$ cat src/rtl/sign_extender.sv
// Registered immediate-extension unit: widens an instruction immediate to the
// datapath width under a selectable extension mode, with a valid flag.
module sign_extender #(
    parameter int IN_WIDTH  = 16,
    parameter int OUT_WIDTH = 32
) (
    input  logic                 clk,
    input  logic                 rst_n,
    input  logic                 en,
    input  logic                 in_valid,
    input  logic [2:0]           ext_mode,
    input  logic [IN_WIDTH-1:0]  numIn,
    output logic [OUT_WIDTH-1:0] numOut,
    output logic                 out_valid
);

    localparam int H = OUT_WIDTH - IN_WIDTH;

    localparam logic [2:0] MODE_SEXT      = 3'b000;
    localparam logic [2:0] MODE_ZEXT      = 3'b001;
    localparam logic [2:0] MODE_UPPER     = 3'b010;
    localparam logic [2:0] MODE_SEXT_BYTE = 3'b011;
    localparam logic [2:0] MODE_ZEXT_BYTE = 3'b100;
    localparam logic [2:0] MODE_BRANCH    = 3'b101;

    // Reserved encodings fall through to plain sign extension.
    function automatic logic signed [OUT_WIDTH-1:0] extend(
        input logic [2:0]          mode,
        input logic [IN_WIDTH-1:0] imm
    );
        logic signed [OUT_WIDTH-1:0] sext_w;
        logic signed [OUT_WIDTH-1:0] r;
        sext_w = {{H{imm[IN_WIDTH-1]}}, imm};
        case (mode)
            MODE_SEXT:      r = sext_w;
            MODE_ZEXT:      r = {{H{1'b0}}, imm};
            MODE_UPPER:     r = {imm, {H{1'b0}}};
            MODE_SEXT_BYTE: r = {{(OUT_WIDTH-8){imm[7]}}, imm[7:0]};
            MODE_ZEXT_BYTE: r = {{(OUT_WIDTH-8){1'b0}}, imm[7:0]};
            MODE_BRANCH:    r = sext_w <<< 2;
            default:        r = sext_w;
        endcase
        return r;
    endfunction

    logic signed [OUT_WIDTH-1:0] res_p0;
    logic signed [OUT_WIDTH-1:0] res_p1;
    logic                        vld_p1;

    // Stage 0: combinational extension
    always_comb begin
        res_p0 = extend(ext_mode, numIn);
    end

    // Stage 1: output register; captured regardless of in_valid
    always_ff @(posedge clk) begin
        if (!rst_n) begin
            res_p1 <= '0;
            vld_p1 <= 1'b0;
        end else if (en) begin
            res_p1 <= res_p0;
            vld_p1 <= in_valid;
        end
    end

    assign numOut    = res_p1;
    assign out_valid = vld_p1;

endmodule

$ cat config.mk
export PLATFORM = sky130hd
export DESIGN_NAME = sign_extender
export DESIGN_NICKNAME = d
export VERILOG_FILES = /design/src/rtl/sign_extender.sv
export SDC_FILE = /design/constraint.sdc
export NUM_CORES = 1
export LEC_CHECK = 0
export BUFFER_PORTS_ARGS = -buffer_cell sky130_fd_sc_hd__buf_4
export CORE_MARGIN = 2
export CORE_UTILIZATION = 48
export CTS_CLUSTER_SIZE = 14
export DETAILED_ROUTE_END_ITERATION = 10
export PLACE_DENSITY = 0.76
export SLEW_MARGIN = 20
export SYNTH_ARGS = -nofsm -noshare
export SYNTH_HDL_FRONTEND = slang
export SYNTH_SLANG_ARGS = --single-unit
$ cat constraint.sdc
create_clock -name clk -period 2.6 [get_ports clk]
set_input_delay 0.52 -clock clk [delete_from_list [all_inputs] [get_ports clk]]
set_output_delay 0.52 -clock clk [all_outputs]
set_load 0.02 [all_outputs]
==> results of run 1 <==
==> final cells by class <==
cell class,count,area (um2)
fillers,332,1249
well taps,46,57.56
multi-input cells,145,939.7
inverters,1,3.754
repair buffers,57,427.9
flip-flops and latches,33,660.6
clock buffers,6,41.29
clock inverters,2,10.01
==> through the flow <==
stage	area (um2)	cells	hold WS, ns	setup WS (ns)	total power, uW
global placement	2090	282	0.4419	0.7838	844.3
global route	2141	290	0.4698	0.9805	1175
floorplan	1710	198	0.5346	0.9774	737.4
detailed placement	2090	282	0.4486	0.7304	846.8
finish	2141	290	0.4611	1.053	1107
CTS	2141	290	0.4538	1.080	1117
==> cells in the mapped netlist <==
| cell | n |
|---|---|
| sky130_fd_sc_hd__and2_1 | 3 |
| sky130_fd_sc_hd__nor2b_1 | 7 |
| sky130_fd_sc_hd__a21bo_2 | 1 |
| sky130_fd_sc_hd__or3b_2 | 1 |
| sky130_fd_sc_hd__mux2_2 | 2 |
| sky130_fd_sc_hd__nand2b_1 | 7 |
| sky130_fd_sc_hd__nand3_1 | 6 |
| sky130_fd_sc_hd__and3_1 | 1 |
| sky130_fd_sc_hd__o311a_4 | 1 |
| sky130_fd_sc_hd__a21o_1 | 5 |
| sky130_fd_sc_hd__o221ai_1 | 4 |
| sky130_fd_sc_hd__nand3b_1 | 2 |
| sky130_fd_sc_hd__nor2_1 | 2 |
| sky130_fd_sc_hd__a31oi_2 | 8 |
| sky130_fd_sc_hd__o31ai_1 | 1 |
| sky130_fd_sc_hd__and3b_1 | 1 |
| sky130_fd_sc_hd__or2_4 | 1 |
| sky130_fd_sc_hd__nand4_1 | 4 |
| sky130_fd_sc_hd__o21ai_0 | 30 |
| sky130_fd_sc_hd__inv_1 | 1 |
| sky130_fd_sc_hd__nand2_1 | 24 |
| sky130_fd_sc_hd__a21boi_0 | 8 |
| sky130_fd_sc_hd__and4b_1 | 1 |
| sky130_fd_sc_hd__a21oi_1 | 4 |
| sky130_fd_sc_hd__buf_2 | 7 |
| sky130_fd_sc_hd__a31oi_1 | 14 |
| sky130_fd_sc_hd__nor3_1 | 1 |
| sky130_fd_sc_hd__nor3b_2 | 1 |
| sky130_fd_sc_hd__mux2i_1 | 1 |
| sky130_fd_sc_hd__a22oi_1 | 1 |
| sky130_fd_sc_hd__a211o_1 | 1 |
| sky130_fd_sc_hd__clkbuf_1 | 8 |
| sky130_fd_sc_hd__dfxtp_1 | 33 |
| sky130_fd_sc_hd__a31oi_4 | 1 |
| sky130_fd_sc_hd__buf_4 | 1 |
| sky130_fd_sc_hd__buf_6 | 3 |
| sky130_fd_sc_hd__or3_1 | 1 |
==> power by group <==
| part | switching, uW | internal, uW | leakage, uW |
|---|---|---|---|
| clock network | 168 | 103 | 0.0000320 |
| logic | 158 | 119 | 0.000549 |
| registers | 17.7 | 542 | 0.000273 |
==> tightest hold or removal path, delay by kind of cell <==
| kind | cells | cell delay (ns) |
|---|---|---|
| muxes | 1 | 0.06 |
| buffers and inverters | 1 | 0.08 |
| and+or+nand+nor | 1 | 0.10 |
==> registers in the layout (all words and copies together) (netlist names) <==
name and count:
out_valid 1, numOut 32
==> cell families (layout without fill, tap and decap cells) <==
kind of cell	after synthesis	count (layout)	synth area share, %
muxes	3	3	1.902
buffers and inverters	20	66	6.437
AOI/OAI and AO/OA	79	79	33.14
and+or+nand+nor	63	63	19.90
DFF	33	33	38.62
==> metal layers <==
metal  global-route usage, %  share of wire, %  vias up
met2                   35.66                48       59
met3                   5.179               5.1        6
li1                        -                 -      813
met1                   28.68                46      799
met5                       0                 0        -
met4                   6.793              0.98        0
==> how the worst min path moves through the flow <==
stage | startpoint | endpoint | slack [ns] | cells past startpoint
after floorplan | numOut[4] | numOut[4] | 0.53 | 2
after global placement | numOut[7] | numOut[7] | 0.44 | 2
after detailed placement | numOut[7] | numOut[7] | 0.45 | 2
after CTS | in_valid | out_valid | 0.45 | 3
after global routing | numIn[10] | numOut[10] | 0.47 | 3
final | in_valid | out_valid | 0.46 | 3
==> flow_metrics.tcl, run 1 <==
set metrics [dict create \
    report.final.setup_viol 0 \
    die_w_um 63.70 \
    totalWireLength_um 4373 \
    finalCritPeriodShare_pct 59.52 \
    worst_path_max_delay_cell "sky130_fd_sc_hd__a21oi_1" \
    core_region_area_um2 3390 \
    numCtsBuffers 5 \
    die_y_um 63.70 \
    synth_top_cell_area_share_pct 38.62 \
    powerDensity_nw_per_um2 517.3 \
    crit_path_end "numOut[20]" \
    tritoncts "yes" \
    clkSinkCount 33 \
    layout.cells.most_common "sky130_fd_sc_hd__buf_4" \
    worstSkewPairLatency_ns 0.32 \
    cpLargestDelayFamily "buffers and inverters" \
    holdCritPathClass "in -> reg" \
    drive_gt1_share_pct 32.79 \
    slew_headroom_pct 59.58 \
    worst_setup_path_startpoint "ext_mode[2]" \
    cap_violations 0 \
    ys.warnings.count 0 \
    synth.area.top_cells "sky130_fd_sc_hd__dfxtp_1, sky130_fd_sc_hd__o21ai_0, sky130_fd_sc_hd__a31oi_2" \
    routabilityCongestion 0.8325 \
    detail_route.iter0.violations 143 \
    timing.setup.critical_path_class "in -> reg" \
    post_cts_resize_count 0 \
    worst_r2r_path_depth 3 \
    antenna_found_initial 0 \
    yosys.cell_types.count 37 \
    timing.setup.tns_ns 0 \
    critical_path_peak_fanout 28 \
    syn_area_per_cell_um2 8.638 \
    top_level_ports 56 \
    r2r-end "numOut[2]" \
    post_synthesis_cells 198 \
    detail_route.vias_per_cell 5.783 \
    vdd_drop_max_v 0.0002807 \
    final_antenna_net_count 0 \
    slew_viol_final 0 \
    clock_slew_at_the_register_clock_pins_of_the_worst_setup_and_hold_paths_ns 0.10 \
    post-cts-setup-buffers 0 \
    final_hold_viol_count 0 \
    post_synth_instance_area_um2 1710 \
    grt_usage_pct 21.93 \
    path_cells "buf_4 -> and2_1 -> a21oi_1 -> buf_4 -> a31oi_2" \
    timing.rr.start "numOut[2]" \
    critical_path.startpoint_type "primary input" \
    regToRegSetupSlack_ns 1.81 \
    drcViolationCount 0 \
    final_util_pct 63.16 \
    max_freq_mhz 646.2 \
    routed_length_per_instance_um 15.08 \
    ctsHtreeMaxLevel 2 \
    layout_common_cells "sky130_fd_sc_hd__buf_4, sky130_fd_sc_hd__dfxtp_1, sky130_fd_sc_hd__o21ai_0" \
    tightestPinTransition_ns 0.6051 \
    postSynthRegisterBits 33 \
    worst_clock_skew_ns 0 \
    rsz0062_at_grt "false" \
    final_net_count 266 \
    holdBufCountCts 0 \
    start_util_pct 50.46 \
    delay_contributed_by_the_slowest_stage_of_the_critical_path_ns 0.38 \
    grt_pass1_vias 1493 \
    netlist.top_cell.by_area "sky130_fd_sc_hd__dfxtp_1" \
    most_repeated_library_cell_on_the_critical_path "sky130_fd_sc_hd__buf_4" \
    period_minus_slack_ns 1.548 \
    path_depth 5 \
    syn2layout_area_growth_pct 25.16 \
    buffer_ports.inserted 55 \
    net_count_synth 221 \
    grt_max_degree 41 \
    power.static_leakage_uw 0.0008543 \
    globalRoute.totalOverflow 0 \
    cp_data_arrival_time_ns 1.75 \
    detail_route.first_pass.iterations 4 \
    cp.required_ns 2.80 \
    endpoint_kind "flop" \
    status "completed" \
    root_buffer "sky130_fd_sc_hd__clkbuf_4" \
    synth.yosys.seq_area_share_pct 38.62 \
    hpwlAfterDp_um 2977 \
    dr_total_vias 1677 \
    max-clock-path-buffers 2 \
    floorplan.rows 21 \
    antenna_cells 0 \
    wire_length_of_the_first_global_routing_pass_um 7127 \
    design.die.area_um2 4057 \
    critical_path.n_buffers_inverters 2 \
]
(Power assumes the default switching activity.)
==> inputs of run 2 (changes only) <==
- clock period: 2.6 -> 1.6 ns (I/O delays scaled with it)
==> flow_metrics.tcl, run 2 (synthesis gave the netlist of run 1 again) <==
set metrics [dict create \
    antenna_found_initial 0 \
    antenna_cells 0 \
    syn2layout_area_growth_pct 28.02 \
    wire_length_of_the_first_global_routing_pass_um 7320 \
    die_y_um 63.70 \
    tritoncts "yes" \
    totalWireLength_um 4272 \
    routed_length_per_instance_um 14.48 \
    design.die.area_um2 4057 \
    critical_path.n_buffers_inverters 1 \
    final_net_count 272 \
    final_hold_viol_count 0 \
    final_antenna_net_count 0 \
    detail_route.first_pass.iterations 4 \
    buffer_ports.inserted 55 \
    floorplan.rows 21 \
    numCtsBuffers 5 \
    total_of_fill_cells_in_the_finished_design 301 \
    power.static_leakage_uw 0.0008833 \
    drive_gt1_share_pct 34.14 \
    cp.required_ns 1.28 \
    globalRoute.totalOverflow 0 \
    endpoint_kind "primary output" \
    delay_contributed_by_the_slowest_stage_of_the_critical_path_ns 0.36 \
    vdd_drop_max_v 0.0006346 \
    worstSkewPairLatency_ns 0.34 \
    drcViolationCount 0 \
    clock_slew_at_the_register_clock_pins_of_the_worst_setup_and_hold_paths_ns 0.09 \
    start_util_pct 50.46 \
    tightestPinTransition_ns 0.3465 \
    cap_violations 0 \
    holdCritPathClass "in -> reg" \
    worst_clock_skew_ns 0 \
    dr_total_vias 1681 \
    detail_route.iter0.violations 102 \
    hpwlAfterDp_um 3056 \
    detail_route.vias_per_cell 5.698 \
    timing.setup.critical_path_class "reg -> out" \
    routabilityCongestion 0.8250 \
    critical_path_peak_fanout 2 \
    top_level_ports 56 \
    slew_viol_final 0 \
    largest_reg_flops 32 \
    cp_data_arrival_time_ns 0.85 \
    report.final.setup_viol 0 \
    worst_path_max_delay_cell "sky130_fd_sc_hd__dfxtp_1" \
    root_buffer "sky130_fd_sc_hd__clkbuf_4" \
    powerDensity_nw_per_um2 842.4 \
    slew_headroom_pct 76.83 \
    finalCritPeriodShare_pct 72.97 \
    grt_max_degree 32 \
    max-clock-path-buffers 2 \
    critical_path.startpoint_type "flop" \
    post_cts_resize_count 0 \
    finalPower_uw 1845 \
    layout_common_cells "sky130_fd_sc_hd__buf_4, sky130_fd_sc_hd__dfxtp_1, sky130_fd_sc_hd__o21ai_0" \
    post-cts-setup-buffers 0 \
    grt_usage_pct 22.85 \
    grt_pass1_vias 1609 \
    core_region_area_um2 3390 \
    period_minus_slack_ns 1.168 \
    ctsHtreeMaxLevel 2 \
    max_freq_mhz 856.5 \
    timing.setup.tns_ns 0 \
    cpLargestDelayFamily "flip-flops" \
    path_cells "buf_4" \
    status "completed" \
    clkSinkCount 33 \
    rsz0062_at_grt "false" \
    die_w_um 63.70 \
    layout.cells.most_common "sky130_fd_sc_hd__buf_4" \
    holdBufCountCts 0 \
]
run 2: report_power, final:
group / switching, uW / internal [uW] / leakage, uW
combinational: 257 / 203 / 0.000579
sequential: 28.2 / 880 / 0.000273
clock: 270 / 207 / 0.0000314
total: 555 / 1290 / 0.000883
run 2: path summary, 6_finish.rpt:
check,startpoint,to,slack (ns),depth (start not counted)
max,numOut[22],numOut[22],0.43,1
min,in_valid,out_valid,0.24,3
max reg2reg,numOut[2],numOut[2],0.83,3
min reg2reg,numOut[7],numOut[7],0.47,2
run 2: per-layer routing:
layer / GRT usage, % / vias to the layer above / share of wire [%]
met3: 6.964 / 7 / 6.9
met1: 28.63 / 791 / 44
met4: 10.60 / 0 / 1.5
li1: - / 821 / -
met2: 35.79 / 62 / 47
met5: 0 / - / 0
run 2: stage by stage:
stage | instance area, um2 | hold slack [ns] | cells | setup WS, ns | util [%]
after global placement | 2135 | 0.4432 | 288 | 0.1637 | 62.98
after global routing | 2190 | 0.2494 | 295 | 0.3809 | 64.60
after floorplan | 1710 | 0.4748 | 198 | 0.1774 | -
after detailed placement | 2135 | 0.4491 | 288 | 0.1305 | 62.98
final | 2190 | 0.2404 | 295 | 0.4324 | 64.60
after CTS | 2190 | 0.2374 | 295 | 0.4202 | 64.60
run 2: area by class of cell:
class / count / area (um2) / area share [%]
inverters: 1 / 3.754 / 0.1714
multi-input cells: 145 / 939.7 / 42.91
well taps: 46 / 57.56 / 2.629
repair buffers: 63 / 473.0 / 21.60
flip-flops and latches: 33 / 660.6 / 30.17
clock buffers: 7 / 55.05 / 2.514
run 2: worst reg2reg max path: cells and delay by family (launching register included):
family	cells	cell delay, ns
compound gates	2	0.21
flops	1	0.33
simple gates	1	0.12
